===== config.mk =====
export PLATFORM = sky130hd
export DESIGN_NAME = twiddle_mult_ctrl
export DESIGN_NICKNAME = d
export VERILOG_FILES = /design/src/rtl/twiddle_mult_ctrl.sv
export SDC_FILE = /design/constraint.sdc
export NUM_CORES = 2
export LEC_CHECK = 0
export BUFFER_PORTS_ARGS = -buffer_cell sky130_fd_sc_hd__buf_2
export CORE_UTILIZATION = 36
export DETAILED_ROUTE_END_ITERATION = 8
export PLACE_DENSITY = 0.53
export SYNTH_ARGS = -nofsm -noshare
export SYNTH_HDL_FRONTEND = slang
export SYNTH_SLANG_ARGS = --single-unit

===== constraint.sdc =====
create_clock -name clk -period 8.8 [get_ports clk]
set_input_delay 0 -clock clk [delete_from_list [all_inputs] [get_ports clk]]
set_output_delay 0 -clock clk [all_outputs]
set_load 0.005 [all_outputs]

===== src/rtl/twiddle_mult_ctrl.sv =====
// rtl/twiddle_mult_ctrl.sv - SDF FFT inter-stage twiddle multiply controller, 3-cycle latency.
// Define TW_SATURATE_EN to clamp rounded products; otherwise they wrap to WIDTH bits.
module twiddle_mult_ctrl #(
  parameter int LOG_N = 6,
  parameter int WIDTH = 16
) (
  input  logic                    clk,
  input  logic                    rst_n,
  input  logic                    di_en,
  input  logic signed [WIDTH-1:0] di_re,
  input  logic signed [WIDTH-1:0] di_im,
  output logic [LOG_N-1:0]        tw_addr,
  input  logic signed [WIDTH-1:0] tw_re,
  input  logic signed [WIDTH-1:0] tw_im,
  output logic                    do_en,
  output logic signed [WIDTH-1:0] do_re,
  output logic signed [WIDTH-1:0] do_im,
  output logic                    frame_last
);

  localparam int PW = 2 * WIDTH + 1;
  localparam logic signed [PW-1:0] RND = PW'(1) << (WIDTH - 2);

  logic [LOG_N-1:0]          cnt;
  logic [LOG_N-1:0]          k;
  logic [LOG_N-1:0]          m_ext;

  logic                      s1_vld, s1_byp, s1_last;
  logic signed [WIDTH-1:0]   s1_re, s1_im;
  logic                      s2_vld, s2_byp, s2_last;
  logic signed [WIDTH-1:0]   s2_re, s2_im;
  logic signed [2*WIDTH-1:0] pp_rr, pp_ii, pp_ri, pp_ir;

  logic signed [PW-1:0]      sum_re, sum_im, sh_re, sh_im;
  logic signed [WIDTH-1:0]   res_re, res_im;

  // Exponent multiplier per quarter of the span: 0, 2, 1, 3.
  always_comb begin
    m_ext = {2'b00, cnt[LOG_N-3:0]};
    case (cnt[LOG_N-1:LOG_N-2])
      2'd0:    k = '0;
      2'd1:    k = m_ext << 1;
      2'd2:    k = m_ext;
      default: k = m_ext + (m_ext << 1);
    endcase
  end

  always_ff @(posedge clk or negedge rst_n) begin
    if (!rst_n) begin
      cnt     <= '0;
      tw_addr <= '0;
      s1_vld  <= 1'b0;
      s1_byp  <= 1'b0;
      s1_last <= 1'b0;
      s1_re   <= '0;
      s1_im   <= '0;
    end else begin
      s1_vld <= di_en;
      if (di_en) begin
        cnt     <= cnt + 1'b1;
        tw_addr <= k;
        s1_byp  <= (k == '0);
        s1_last <= &cnt;
        s1_re   <= di_re;
        s1_im   <= di_im;
      end
    end
  end

  always_ff @(posedge clk or negedge rst_n) begin
    if (!rst_n) begin
      s2_vld  <= 1'b0;
      s2_byp  <= 1'b0;
      s2_last <= 1'b0;
      s2_re   <= '0;
      s2_im   <= '0;
      pp_rr   <= '0;
      pp_ii   <= '0;
      pp_ri   <= '0;
      pp_ir   <= '0;
    end else begin
      s2_vld <= s1_vld;
      if (s1_vld) begin
        s2_byp  <= s1_byp;
        s2_last <= s1_last;
        s2_re   <= s1_re;
        s2_im   <= s1_im;
        pp_rr   <= s1_re * tw_re;
        pp_ii   <= s1_im * tw_im;
        pp_ri   <= s1_re * tw_im;
        pp_ir   <= s1_im * tw_re;
      end
    end
  end

  // One guard bit keeps the (-max)*(-max) sums exact before rounding.
  always_comb begin
    sum_re = $signed({pp_rr[2*WIDTH-1], pp_rr}) - $signed({pp_ii[2*WIDTH-1], pp_ii});
    sum_im = $signed({pp_ri[2*WIDTH-1], pp_ri}) + $signed({pp_ir[2*WIDTH-1], pp_ir});
    sh_re  = (sum_re + RND) >>> (WIDTH - 1);
    sh_im  = (sum_im + RND) >>> (WIDTH - 1);
  end

`ifdef TW_SATURATE_EN
  localparam logic signed [PW-1:0] MAXV = {{(PW-WIDTH+1){1'b0}}, {(WIDTH-1){1'b1}}};
  localparam logic signed [PW-1:0] MINV = {{(PW-WIDTH+1){1'b1}}, {(WIDTH-1){1'b0}}};

  always_comb begin
    if (sh_re > MAXV)      res_re = MAXV[WIDTH-1:0];
    else if (sh_re < MINV) res_re = MINV[WIDTH-1:0];
    else                   res_re = sh_re[WIDTH-1:0];
    if (sh_im > MAXV)      res_im = MAXV[WIDTH-1:0];
    else if (sh_im < MINV) res_im = MINV[WIDTH-1:0];
    else                   res_im = sh_im[WIDTH-1:0];
  end
`else
  logic unused_hi;
  assign unused_hi = ^{sh_re[PW-1:WIDTH], sh_im[PW-1:WIDTH]};
  assign res_re = sh_re[WIDTH-1:0];
  assign res_im = sh_im[WIDTH-1:0];
`endif

  always_ff @(posedge clk or negedge rst_n) begin
    if (!rst_n) begin
      do_en      <= 1'b0;
      frame_last <= 1'b0;
      do_re      <= '0;
      do_im      <= '0;
    end else begin
      do_en      <= s2_vld;
      frame_last <= s2_vld & s2_last;
      if (s2_vld) begin
        do_re <= s2_byp ? s2_re : res_re;
        do_im <= s2_byp ? s2_im : res_im;
      end
    end
  end

endmodule


Yosys cells after proc, flatten, opt, wreduce, memory -nomap -nowiden
Cells that the tools add are included.
{"block": "word_totals", "romBits": 0, "regBits": 240, "input_bits": 67, "word_cells": 39, "out_inout_bits": 40, "n_memories": 0, "mem_bits_rw": 0, "latch_bits": 0}
{"block": "classes", "div": 0, "n_eq_ne": 2, "addsub": 6, "n_bitwise": 1, "order_cmp": 0, "shift": 0, "mux": 3, "reduce_logical": 3, "n_mul": 4}
{"operator": "$mul 16x16->31", "n": 4}
{"operator": "$add 31x16->31 const B", "n": 2}
{"operator": "$mux 16", "n": 2}
{"operator": "$add 31x31->31", "n": 1}
{"operator": "$sub 31x31->31", "n": 1}
{"operator": "$pmux 6 s3", "n": 1}
{"operator": "$add 4x5->6", "n": 1}
{"operator": "$add 6x1->6 const B", "n": 1}
{"operator": "$logic_not 6->1", "n": 1}
{"operator": "$reduce_and 6->1", "n": 1}
{"operator": "$eq 2x1->1 const B", "n": 1}
{"operator": "$eq 2x2->1 const B", "n": 1}
{"operator": "$logic_not 2->1", "n": 1}
{"operator": "$and 1x1->1", "n": 1}

Longest topological paths before layout
{"block": "depth", "ltp_word": 3, "ltp_mapped": 25, "mapped_depth_nobuf": 23}

Least setup slack after synthesis
Ideal clock, no wire load.
{"block": "synth_timing", "kind": "register -> register", "startpoint": "reg s1_re[15]", "endpoint": "reg pp_ri[30]", "setup_ns": 0.069, "synth_period_minus_slack_ns": 6.415, "path_stages_with_launch": 23, "path_buffers": 2, "required_time_ns": 8.731, "path_slack_ns": 2.385, "arrival_ns": 6.346, "cell_sequence": "dfrtp_1 > clkbuf_1 > clkbuf_1 > nand2_1 > inv_1 > fa_1 > inv_1 > fa_1 > inv_1 > fa_1 > fa_1 > fa_1 > inv_1 > fa_1 > inv_1 > ha_1 > and4_1 > a22o_1 > a31o_1 > o41ai_4 > o21ai_2 > or4_1 > nand3_1"}
{"block": "synth_between", "elab_chain_cells": 1}
{"item": "start, declared", "line_no": "29", "text": "logic signed [WIDTH-1:0] s1_re, s1_im;"}
{"item": "start signal, assigned", "line_no": "64", "text": "s1_re <= di_re;"}
{"item": "$mul 16x16->31", "line_no": "90", "text": "pp_ri <= s1_re * tw_im;"}
{"item": "end signal, assigned", "line_no": "90"}
{"item": "end, declared", "line_no": "32", "text": "logic signed [2*WIDTH-1:0] pp_rr, pp_ii, pp_ri, pp_ir;"}
No other way between the ends.
A chain may end at the register's enable or synchronous reset.

Worst setup path after layout
{"block": "layout_timing", "startpoint": "reg s1_re[4]", "endpoint": "reg pp_ri[30]"}
Same word-level chain as after synthesis.

==> reports/summary.txt <==
status = complete, but fails checks
failing checks = DRC
htree depth = 1
CTS Buf Count = 30
via count = 35700
Startpoint Class = flip-flop
final wirelength = 145000 um
Mapped Cells = 5348
CP Data Required Time = 9.35 ns
Max Fclk = 133 MHz
crit path cell chain = buf_4 > and2_1 > fa_1 > inv_1 > fa_1 > fa_1 > fa_1 > inv_1 > fa_1 > fa_1 > ha_1 > a2111oi_0 > a22oi_1 > a21oi_1 > o31ai_1 > a31o_1 > o41ai_4 > o21ai_2 > or4_1 > nand3_1
via/cell ratio = 4.92
final setup margin = 1.27 ns
width of the die = 377 um
slowest stage delay, CP = 1.14 ns
worst-path cell with the longest stage delay = dfrtp_1
Yosys Warn Count = 0
sequential area share after synthesis = 11.9%
Worst-Margin Slew = 1.42 ns
Synth Area per Inst = 9.44 um2
I/O Pins = 107
clock buffer depth = 3
1st-iter DRT viols = 2188
Final Hold Viols = 0
initial antenna violation count = 8
DP Cell Count = 7161
Rel. slew slack = 4.98%
CP bufs+invs = 3
TritonCTS clock tree = done
leading area contributor after synthesis = fa_1
RSZ-0062 raised after global routing = no
area delta synth->final = 7.84%
Buffers on Ports = 106
postcts setup bufs = 0
Avg WL per Cell = 20.0 um
Initial Util = 36.2%
filler cell count in the final layout = 14000
r2r startpoint = s1_re[4]$_DFFE_PN0P_
largest net degree at the start of global routing = 97
commonest cells after routing, fill and taps aside = 1203 x inv_1, 1025 x fa_1, 595 x nand2_1, 478 x and2_1, 439 x ha_1
number of flops mapped to enable cells by yosys = 0
syn_nets = 6879
fin cells = 7255
Synth top area share = 40.6%
Setup CP Type = reg2reg
Max-Cap Viols = 0
Hold Path Class = in2async
share of post-route cells with drive strength above 1 = 7.16%
GRT overflow = 0
dpl hpwl = 114000 um
Nets = 6882
DRT Pass-1 Iters = 7
Clk Latency, worst-skew pair = 0.62 ns
synth top area cells = fa_1 41%, dfrtp_1 12%, ha_1 11%
Final min period = 7.53 ns
async set-reset flop share out of synthesis = 100%
CP Launch Point = s1_re[4]$_DFFE_PN0P_
Site Rows = 137
GPL Wtd Cong = 0.884
cell repeated most along the worst path = fa_1
dpl ws = 1.37 ns
CP arrival = 8.08 ns
DRC = 2
vias in the first global route = 38100
core area = 139000 um2
first-pass GRT wire length = 230000 um
clk slew on worst S/H paths = 0.06 ns
global-route usage over all layers = 21.3%
Final ANT Viol Nets = 0
leading cell type in the layout, fill and taps excluded = inv_1
Synth cell types = 71
Synth Flop Type = dfrtp_1
CP top delay family = adder cells
Syn Std Cell Area = 50500 um2
fin crit share = 85.6%
Setup TNS = 0 ns
Max Clock Skew = 0.0312 ns
Synth Register Bits = 240
critical path peak fanout = 24
Root Buffer = clkbuf_16
Die Height = 377 um
TritonCTS sink count = 240
Pins Over Slew Limit = 0
CP endpoint kind = flip-flop
Final setup violation count = 0
DIE AREA = 142000 um2
[timing repair]
item	CTS	global route
endpoints found under the hold margin	127	0
hold buffers	34	0
gates resized for setup	0	0
[Yosys cell counts (all sizes together), types with 8 or more instances]
master / n
a21o: 56
nand3: 46
a31oi: 29
or3: 13
and2: 478
nand4: 8
o21a: 22
a211o: 8
buf: 8
a21oi: 151
mux2i: 11
or2: 11
nor3: 26
clkbuf: 232
xor2: 40
inv: 1203
dfrtp: 240
o21bai: 14
a31o: 10
ha: 439
nand2b: 38
o21ai: 95
o31ai: 16
mux2: 122
o2111ai: 10
nor2b: 12
xnor2: 120
nor2: 132
a211oi: 24
and3: 11
nand2: 595
o211ai: 22
fa: 1025
[metal layers]
layer	GRT usage, %	up-vias	routed length (um)
met2	34.6	808	67700
met4	6.57	2	5280
met3	1.93	166	6380
met1	30.1	18500	65500
li1	-	16200	-
met5	0	-	7
[cell type report]
| class | count | area [um2] | area share, % |
|---|---|---|---|
| Sequential cell | 240 | 6010 | 11.0 |
| Tap cell | 1876 | 2350 | 4.31 |
| Clock inverter | 19 | 193 | 0.354 |
| Antenna cell | 4 | 10.0 | 0.0184 |
| Inverter | 1205 | 4520 | 8.30 |
| Timing Repair Buffer | 211 | 1470 | 2.69 |
| Multi-Input combinational cell | 3663 | 39100 | 71.7 |
| Clock buffer | 37 | 838 | 1.54 |
[final timing paths]
kind / cells past startpoint / slack [ns] / to
max reg2reg: 20 / 1.27 / pp_ri[30]$_DFFE_PN0P_
min reg2reg: 2 / 0.49 / pp_ii[25]$_DFFE_PN0P_
max in group asynchronous: 4 / 6.58 / s2_re[10]$_DFFE_PN0P_
min in group clk: 3 / 0.06 / pp_ir[0]$_DFFE_PN0P_
min: 2 / 0.02 / cnt[5]$_DFFE_PN0P_
max: 20 / 1.27 / pp_ri[30]$_DFFE_PN0P_
[through the flow]
step	area (um2)	utilization, %	hold WS (ns)
after detailed placement	53100	38.1	0.114
after floorplan	50500	-	-0.296
after global routing	54500	39.1	0.0851
after CTS	54500	39.1	0.00760
final	54500	39.1	0.0223
after global placement	53100	38.1	0.120
[registers in the layout, indices dropped and copies added, names as in the netlist, 6 cells and up]
name	flops
do_re	16
s1_re	16
pp_rr	31
pp_ir	31
tw_addr	6
pp_ii	31
s2_re	16
do_im	16
pp_ri	31
s1_im	16
cnt	6
s2_im	16
[kinds of logic (layout without fill, tap and decap cells)]
kind of cell             count (synthesis)  in the layout  share of synthesized area (%)
AND/OR/NAND/NOR                       1397           1397                           13.6
other                                    0              4                              0
flip-flops                             240            240                           11.9
AO/OA/AOI/OAI                          509            509                           6.55
adder cells (fa/ha/maj)               1464           1464                           51.5
buffers and inverters                 1445           1472                           10.7
multiplexers                           133            133                           2.94
XOR/XNOR                               160            160                           2.77
Power is not shown: default switching activity piles up to over one toggle a cycle in this logic, so the estimate is an artifact.
